==> config.mk <==
export PLATFORM = sky130hd
export DESIGN_NAME = pcie_link_status_led
export DESIGN_NICKNAME = d
export VERILOG_FILES = /design/src/rtl/pcie_link_status_led.sv
export SDC_FILE = /design/constraint.sdc
export NUM_CORES = 1
export LEC_CHECK = 0
export CAP_MARGIN = 0
export CORE_MARGIN = 10
export CORE_UTILIZATION = 40
export CTS_CLUSTER_DIAMETER = 40
export DETAILED_ROUTE_END_ITERATION = 10
export GPL_TIMING_DRIVEN = 0
export MAX_ROUTING_LAYER = met4
export PLACE_DENSITY = 0.65
export SLEW_MARGIN = 20
export SYNTH_ARGS = -nofsm -noshare
export SYNTH_HDL_FRONTEND = slang
export SYNTH_SLANG_ARGS = --single-unit
==> constraint.sdc <==
create_clock -name i_clk -period 2.17 [get_ports i_clk]
set_input_delay 0.5425 -clock i_clk [delete_from_list [all_inputs] [get_ports i_clk]]
set_output_delay 0.5425 -clock i_clk [all_outputs]
set_load 0.03 [all_outputs]
==> src/rtl/pcie_link_status_led.sv <==
// pcie_link_status_led: debounces PCIe link-up, counts link drops and drives a
// status LED (slow blink when down, three quick blinks on link-up, steady when up).
module pcie_link_status_led #(
    parameter int CLK_VALUE    = 100000000,
    parameter int DEBOUNCE_CYC = CLK_VALUE / 100,
    parameter int TICK_DIV     = CLK_VALUE / 10,
    parameter int CNT_W        = 16
) (
    input  logic             i_clk,
    input  logic             i_arst_n,
    input  logic             i_link_up,
    input  logic             i_clr_cnt,
    output logic             o_led,
    output logic             o_link_stable,
    output logic             o_link_drop,
    output logic [CNT_W-1:0] o_drop_cnt
);
    localparam int DB_W = $clog2(DEBOUNCE_CYC + 1);
    localparam int TK_W = $clog2(TICK_DIV);
    localparam logic [DB_W-1:0] DB_LAST = DB_W'(DEBOUNCE_CYC - 1);
    localparam logic [TK_W-1:0] TK_LAST = TK_W'(TICK_DIV - 1);
    localparam logic [1:0] S_DOWN = 2'd0;
    localparam logic [1:0] S_ACK  = 2'd1;
    localparam logic [1:0] S_UP   = 2'd2;

    logic [1:0]      r_sync;
    logic [DB_W-1:0] r_db_cnt;
    logic            r_stable_d;
    logic [TK_W-1:0] r_tick_cnt;
    logic [2:0]      r_blink;
    logic [1:0]      r_state;
    logic [1:0]      w_state_nxt;
    logic            w_tick;

    always_ff @(posedge i_clk or negedge i_arst_n) begin
        if (!i_arst_n) begin
            r_sync        <= '0;
            r_db_cnt      <= '0;
            r_stable_d    <= 1'b0;
            o_link_stable <= 1'b0;
            o_link_drop   <= 1'b0;
            o_drop_cnt    <= '0;
        end else begin
            r_sync      <= {r_sync[0], i_link_up};
            r_stable_d  <= o_link_stable;
            o_link_drop <= r_stable_d & ~o_link_stable;
            if (r_sync[1] == o_link_stable)
                r_db_cnt <= '0;
            else if (r_db_cnt == DB_LAST) begin
                o_link_stable <= r_sync[1];
                r_db_cnt      <= '0;
            end else
                r_db_cnt <= r_db_cnt + 1'b1;
            // a clear coinciding with a drop keeps that drop
            if (i_clr_cnt)
                o_drop_cnt <= CNT_W'(o_link_drop);
            else if (o_link_drop && !(&o_drop_cnt))
                o_drop_cnt <= o_drop_cnt + 1'b1;
        end
    end

    assign w_tick      = (r_tick_cnt == TK_LAST);
    assign w_state_nxt = !o_link_stable ? S_DOWN :
                         (r_state == S_DOWN) ? S_ACK :
                         (r_state == S_ACK && !(w_tick && r_blink == 3'd5)) ? S_ACK : S_UP;

    // tick phase restarts on every state change so each pattern begins cleanly
    always_ff @(posedge i_clk or negedge i_arst_n) begin
        if (!i_arst_n) begin
            r_state    <= S_DOWN;
            r_tick_cnt <= '0;
            r_blink    <= '0;
            o_led      <= 1'b0;
        end else begin
            r_state <= w_state_nxt;
            if (w_state_nxt != r_state) begin
                r_tick_cnt <= '0;
                r_blink    <= '0;
                o_led      <= (w_state_nxt != S_DOWN);
            end else if (!w_tick)
                r_tick_cnt <= r_tick_cnt + 1'b1;
            else begin
                r_tick_cnt <= '0;
                if (r_state == S_ACK) begin
                    r_blink <= r_blink + 1'b1;
                    o_led   <= r_blink[0];
                end else if (r_state == S_DOWN) begin
                    r_blink <= (r_blink == 3'd4) ? 3'd0 : r_blink + 1'b1;
                    o_led   <= (r_blink == 3'd4) ? ~o_led : o_led;
                end else
                    o_led <= 1'b1;
            end
        end
    end
endmodule

==> metrics.md, run 1 <==
| Metric | Value |
|---|---|
| Status | complete, but fails checks |
| Failing checks | setup timing |
| First-pass GRT wire length | ~12 mm |
| Synth Area in XOR/XNOR | 13.5% |
| Inst Count DP | around 490 |
| # setup viols final | 1 |
| Dominant delay contributor by cell family on the critical path | simple AND/OR/NAND/NOR gates |
| Max clock buf depth | 2 |
| CP Data Required Time | 2.44 ns |
| Largest stage delay, worst path | 0.55 ns |
| Max Slew Vio Count | 0 |
| Initial DRC count | 95 |
| CTS root buf | clkbuf_8 |
| Via-per-instance ratio | between 5 and 6 |
| Rows | 34 |
| Max-slew headroom | 45.9% |
| Yosys top cell area share | between 50% and 60% |
| CTS H-tree lvls | 3 |
| Largest family of logic cells by synthesized area | simple AND/OR/NAND/NOR gates |
| M2 GR Usage | 18.3% |
| Number of fill cells | slightly above 800 |
| Clock-pin slew on the worst setup and hold paths | 0.07 ns |
| Pwr dens | 629 nW/µm² |
| Synth unique cells | 41 |
| Core box area | 8640 µm² |
| FMAX | 457 MHz |
| Avg Inst Size Synth | 9.81 µm² |
| Detailed-route via count | 2631 |
| Hold Buf Count CTS | 0 |
| Final nets | 405 |
| CTS Buf Count | 9 |
| Antenna violations before repair | 0 |
| DRT Pass-1 Iters | 4 |
| Maximum VDD drop | 0.000311 V |
| Syn Nets | 368 |
| RSZ-0062 raised after global routing | true |
| Ranking of synthesized cells by area | dfrtp_1 (51%), xnor2_1 (7.0%), nor2_1 (6.5%) |
| Cell-by-cell trace of the critical path | or4b_4 > nor4_4 > nand3_2 > buf_6 > or4_1 > a21oi_2 |
| Syn Inst Count | about 360 |
| Crit path DAT | 2.46 ns |
| GR Overflow Total | 0 |
| Global routing usage on met3 | 3.20% |
| Fin cells | approximately 510 |
| Power Total | 2.64 mW |
| Hold Crit Class | input port to asynchronous set/reset pin |
| Setup Crit Path Kind | register to register |
| Worst-Margin Slew | 0.804 ns |
| Critical path buffers and inverters | 1 |
| Crit-path max FO | 7 |
| Largest net degree at the start of global routing | 45 |
| GP Congestion | 0.776 |
| Gr usage total | 11.4% |
| Min Tclk post-route | 2.19 ns |
| Chip height | 114 µm |
| Worst Slack Setup Final | -0.0179 ns |
| Die width | 114 µm |
| Pre-CTS setup slack | -0.244 ns |
| #FFs+latches synth | just over 70 |
| Dpl hpwl | 4.76 mm |
| Worst-skew pair later-pin latency | 0.34 ns |
| Slowest CP cell | or4b_4 |
| MaxCap Viol Count | 0 |
| Clock sink total | 71 |
| # DRC | 0 |
| Diode count | 0 |
| ANT nets after route | 0 |
| YS warnings | 0 |
| CP endpoint kind | register |
| DRT Wirelength | between 6 and 7 mm |
| Mapped Area | around 3500 µm² |
| Layer with the highest usage | met2 |
| Max Clock Skew | 0.00527 ns |
| Post-Synth Simple-Gate Area | 27.2% |
| Vias in the first global route | 2662 |
| PortBufs | 21 |
| Leakage | 1.78 nW |
| I/O pins | 23 |
| Tcrit/Tclk final | 101% |
| Area share of fa/ha/maj cells after synthesis | 2.14% |
| GRT met1 Usage | 13.7% |
| Initial core utilization | 40.7% |
| Multiplexer share of the synthesized area | less than 1% |
| Sequential fraction of the synthesis area | 50.6% |
| Share of layout cells above drive strength 1 | 9.00% |
| Compound-gate portion of the synthesized area | 3.85% |
| Yosys top cell by area | dfrtp_1 |
| Drt wl/cell | 13.5 µm |
| Area grow syn2layout | 19.3% |
| Multi-input logic area | 1670 µm² |
| CTS tree | done |
| Startpoint types | register |
| Die area | 12900 µm² |
| Fin. Hold Viols | 0 |
| Storage element area | 1780 µm² |
## worst reg2reg max path, cell delays in order, from the launching register on
cell and delay, ns:
dfrtp_1 0.39, or4b_4 0.55, nor4_4 0.28, nand3_2 0.14
buf_6 0.15, or4_1 0.49, a21oi_2 0.13
## cell families after synthesis
kind of cell	count (synthesis)
AO/OA/AOI/OAI	22
XOR/XNOR	54
adder cells (fa/ha/maj)	6
buffers and inverters	21
flip-flops	71
multiplexers	1
AND/OR/NAND/NOR	183
## power by group
part           total, mW  leakage [nW]  switching (mW)  internal, mW
Clock               1.25         0.123           0.473         0.774
Sequential          1.33         0.969         0.00535          1.33
Combinational     0.0560         0.688          0.0404        0.0156
Total               2.64          1.78           0.518          2.12
## state kept, by name (all words and copies together) (netlist names)
signal and cells:
r_stable_d 1, r_state 2, o_link_stable 1, o_led 1
r_sync 2, r_db_cnt 20, r_blink 3, r_tick_cnt 24
o_link_drop 1, o_drop_cnt 16
## Yosys cell counts
cell type,instances
o22a_1,1
a41o_1,1
o21ai_1,1
and3_1,11
nor4_4,1
nor4_1,8
nor2b_1,2
nand4_1,12
and2_1,3
nand3_2,1
or4b_1,2
o22ai_1,1
buf_6,1
nand3b_1,2
o21ai_0,6
or2_2,1
nand4b_1,1
nor4bb_1,1
xor2_1,26
a21oi_1,7
dfrtp_1,71
o211ai_1,1
or4_1,3
nand2_1,23
or4b_4,1
and4_1,4
or3_1,3
ha_1,6
nor3_1,12
xnor2_1,28
o2111ai_1,1
clkbuf_1,8
nand3_1,26
inv_1,9
mux2_2,1
buf_1,3
a32oi_1,1
o21a_1,2
nor2_1,61
nor3b_1,1
nor4b_1,4
## final timing paths
kind,start,end,slack (ns),cells after the start
min in group i_clk,r_sync[0],r_sync[1],0.35,0
setup reg to reg,r_tick_cnt[21],r_blink[0],-0.02,6
setup / recovery,r_tick_cnt[21],r_blink[0],-0.02,6
hold / removal,i_arst_n,r_blink[0],0.12,1
hold reg to reg,r_sync[0],r_sync[1],0.35,0
max in group asynchronous,i_arst_n,r_db_cnt[18],1.52,2
## repair_timing
item | in CTS | in global routing
buffers inserted | 5 | 0
setup endpoints to repair | 31 | 25
pin swaps | 3 | 0
resized for setup | 6 | 6
## through the flow
| stage | utilization, % | setup TNS (ns) | hold WS, ns | instance area (µm²) |
|---|---|---|---|---|
| 2_1_floorplan | - | 0 | 0.247 | 3510 |
| 5_1_grt | 48.5 | -0.0784 | 0.147 | 4190 |
| 3_5_place_dp | 45.0 | -5.16 | 0.335 | 3880 |
| 4_1_cts | 48.3 | -0.0131 | 0.131 | 4170 |
| 3_3_place_gp | 44.7 | -143.14 | 0.335 | 3860 |
| 6_report | 48.5 | -0.0179 | 0.124 | 4190 |
## per-layer routing
metal	part of all wire [%]	wire, µm
met5	0	0
met4	1.2	82
met3	3.3	223
met2	48	3290
met1	47	3250
## cells in the final DEF, fill, tap and decap left out, drive strengths merged, types with 2 or more instances in the layout
cell and n:
buf 11, or3 3, nor3 12, and4 4, and2 3, nor4 9
nor4b 4, nand3b 2, nor2 61, o21a 2, a21oi 7, nand3 27
nor2b 2, clkbuf 21, inv 9, xor2 26, xnor2 28, nand2 23
or4 3, dfrtp 71, ha 6, clkdlybuf4s50 20, and3 11, nand4 12
bufinv 2, o21ai 7, or4b 3
## cell type report
class,instances,area share (%)
repair buffers,27,6.51
plain buffers,11,1.37
inverters,9,0.806
clock inverters,2,1.43
multi-input cells,266,39.9
clock buffers,14,4.36
flip-flops and latches,71,42.4
well taps,108,3.22
No activity file was read; power rests on OpenSTA's default activity.
==> run 2, diff against run 1 <==
--- a/config.mk
+++ b/config.mk
@@ -10,7 +10,7 @@
 export CORE_UTILIZATION = 40
 export CTS_CLUSTER_DIAMETER = 40
 export DETAILED_ROUTE_END_ITERATION = 10
-export GPL_TIMING_DRIVEN = 0
+export HOLD_SLACK_MARGIN = 0.03
 export MAX_ROUTING_LAYER = met4
 export PLACE_DENSITY = 0.65
 export SLEW_MARGIN = 20
==> run 2 against run 1 <==
Final cell count rose by 0.20%. Critical endpoint is now r_blink[2]. Maximum frequency rose by 2.8%. Register-to-register slack improved by 0.06 ns. The flow now finishes without violations. Core utilization rose by 0.33 points. Die area did not move. Setup slack improved by 0.059 ns.
==> metrics.md, run 2 (synthesis gave the netlist of run 1 again) <==
| Metric | Value |
|---|---|
| Status | complete, no violations |
| DRT Wirelength | 7.05 mm |
| Layer with the highest usage | met2 |
| GP Congestion | 0.843 |
| Crit-path max FO | 4 |
| Initial core utilization | 40.7% |
| Biggest register | r_tick_cnt |
| Leakage | 1.81 nW |
| Detailed-route via count | 2660 |
| Pwr dens | 631 nW/µm² |
| Core box area | 8640 µm² |
| Setup Crit Path Kind | register to register |
| Clock-pin slew on the worst setup and hold paths | 0.08 ns |
| Share of layout cells above drive strength 1 | 11.2% |
| Worst-Margin Slew | slightly above 0.6 ns |
| Rows | 34 |
| Placed inst area | roughly 3900 µm² |
| GRT met1 Usage | between 10% and 20% |
| Clock sink total | 71 |
| Registers with the most flip-flops | r_tick_cnt: 24 flops, r_db_cnt: 20 flops, o_drop_cnt: 16 flops |
| Inst Count DP | 489 |
| Maximum VDD drop | 0.000408 V |
| Vias in the first global route | 2736 |
| Min Tclk post-route | 2.13 ns |
| Die area | 12900 µm² |
| Post-layout util | 48.9% |
| Hold Crit Class | input port to asynchronous set/reset pin |
| CTS root buf | clkbuf_8 |
| CP Data Required Time | about 2.4 ns |
| CTS H-tree lvls | 3 |
| First-pass GRT wire length | 12.3 mm |
| # setup viols final | 0 |
| Global routing usage on met3 | 3.25% |
| Max clock buf depth | 2 |
| Crit path DAT | 2.40 ns |
| Max Clock Skew | 0.00934 ns |
| Largest net degree at the start of global routing | 52 |
| Worst-skew pair later-pin latency | 0.34 ns |
| Most common cell after layout, fill and taps aside | dfrtp_1 |
| Max Slew Vio Count | 0 |
| Chip height | 114 µm |
| CTS tree | done |
| Antenna violations before repair | 0 |
| RSZ-0062 raised after global routing | true |
| Dpl hpwl | 4.88 mm |
| Diode count | 0 |
| FMAX | ~470 MHz |
| CP endpoint kind | register |
| CTS Buf Count | 9 |
| M2 GR Usage | 19.0% |
| Hold Buf Count CTS | 0 |
| Startpoint types | register |
| Final nets | 406 |
| Tcrit/Tclk final | a little over nine tenths |
| Final Cell Area | 4220 µm² |
| Final setup TNS | 0 ns |
| Max-slew headroom | slightly below 60% |
| Hold Slack | 0.183 ns |
| Number of fill cells | between 800 and 900 |
| Max FFs per register | 24 |
| Area grow syn2layout | 20.2% |
| Drt wl/cell | 13.8 µm |
| # DRC | 0 |
| GR Overflow Total | 0 |
| Initial DRC count | ~140 |
| Via-per-instance ratio | 5.23 |
| DRT Pass-1 Iters | 4 |
| Gr usage total | 11.6% |
| Commonest non-fill, non-tap cells in the layout | dfrtp_1 (71), nor2_1 (61), xnor2_1 (28), nand3_1 (26), xor2_1 (26) |
| Fin cells | 509 |
| PortBufs | 22 |
| ANT nets after route | 0 |
| I/O pins | 23 |
| MaxCap Viol Count | 0 |
| Die width | ~110 µm |
| Fin. Hold Viols | 0 |
## run 2: stage by stage
step | total power, mW | setup slack, ns
after floorplan | 1.38 | 0.0884
after global placement | 1.41 | 0.108
after detailed placement | 1.42 | 0.0281
after CTS | 2.70 | 0.0000886
after global routing | 2.76 | -0.0122
final | 2.66 | 0.0410
## run 2: worst max-delay path, stage by stage (launching register included)
cell and delay (ns):
dfrtp_1 0.40, or4b_4 0.55, nor4_4 0.28, nand3_2 0.15, or4b_1 0.54, a21oi_2 0.14
## run 2: path summary, 6_finish.rpt
check / end / depth (start not counted) / start / slack [ns]
hold reg to reg: r_sync[1] / 0 / r_sync[0] / 0.35
hold / removal: r_tick_cnt[21] / 2 / i_arst_n / 0.18
setup reg to reg: r_blink[2] / 5 / r_tick_cnt[18] / 0.04
setup / recovery: r_blink[2] / 5 / r_tick_cnt[18] / 0.04
max in group asynchronous: o_drop_cnt[6] / 2 / i_arst_n / 1.42
min in group i_clk: r_sync[1] / 0 / r_sync[0] / 0.35
## run 2: repair_timing
| action | in CTS | in global routing |
|---|---|---|
| gates resized for setup | 1 | 5 |
| gates cloned | 0 | 0 |
| endpoints found under the setup margin | 1 | 4 |
| pin swaps | 2 | 1 |
| buffers inserted | 2 | 2 |
## run 2: where the power goes
| group | internal [mW] | switching [mW] |
|---|---|---|
| sequential | 1.33 | 0.00522 |
| clock | 0.767 | 0.510 |
| combinational | 0.0131 | 0.0401 |
## run 2: area by class of cell
class | instances | area [µm²] | share of cell area [%]
Sequential cell | 71 | 1780 | 42.1
Multi-Input combinational cell | 266 | 1670 | 39.7
Timing Repair Buffer | 39 | 355 | 8.42
Clock inverter | 7 | 121 | 2.88
Inverter | 9 | 33.8 | 0.800
Tap cell | 108 | 135 | 3.20
Clock buffer | 9 | 124 | 2.94
## run 2: per-layer routing
layer	vias up	wire length, µm
li1	1309	-
met1	1312	3250
met2	29	3460
met3	10	245
met4	0	95
met5	-	0
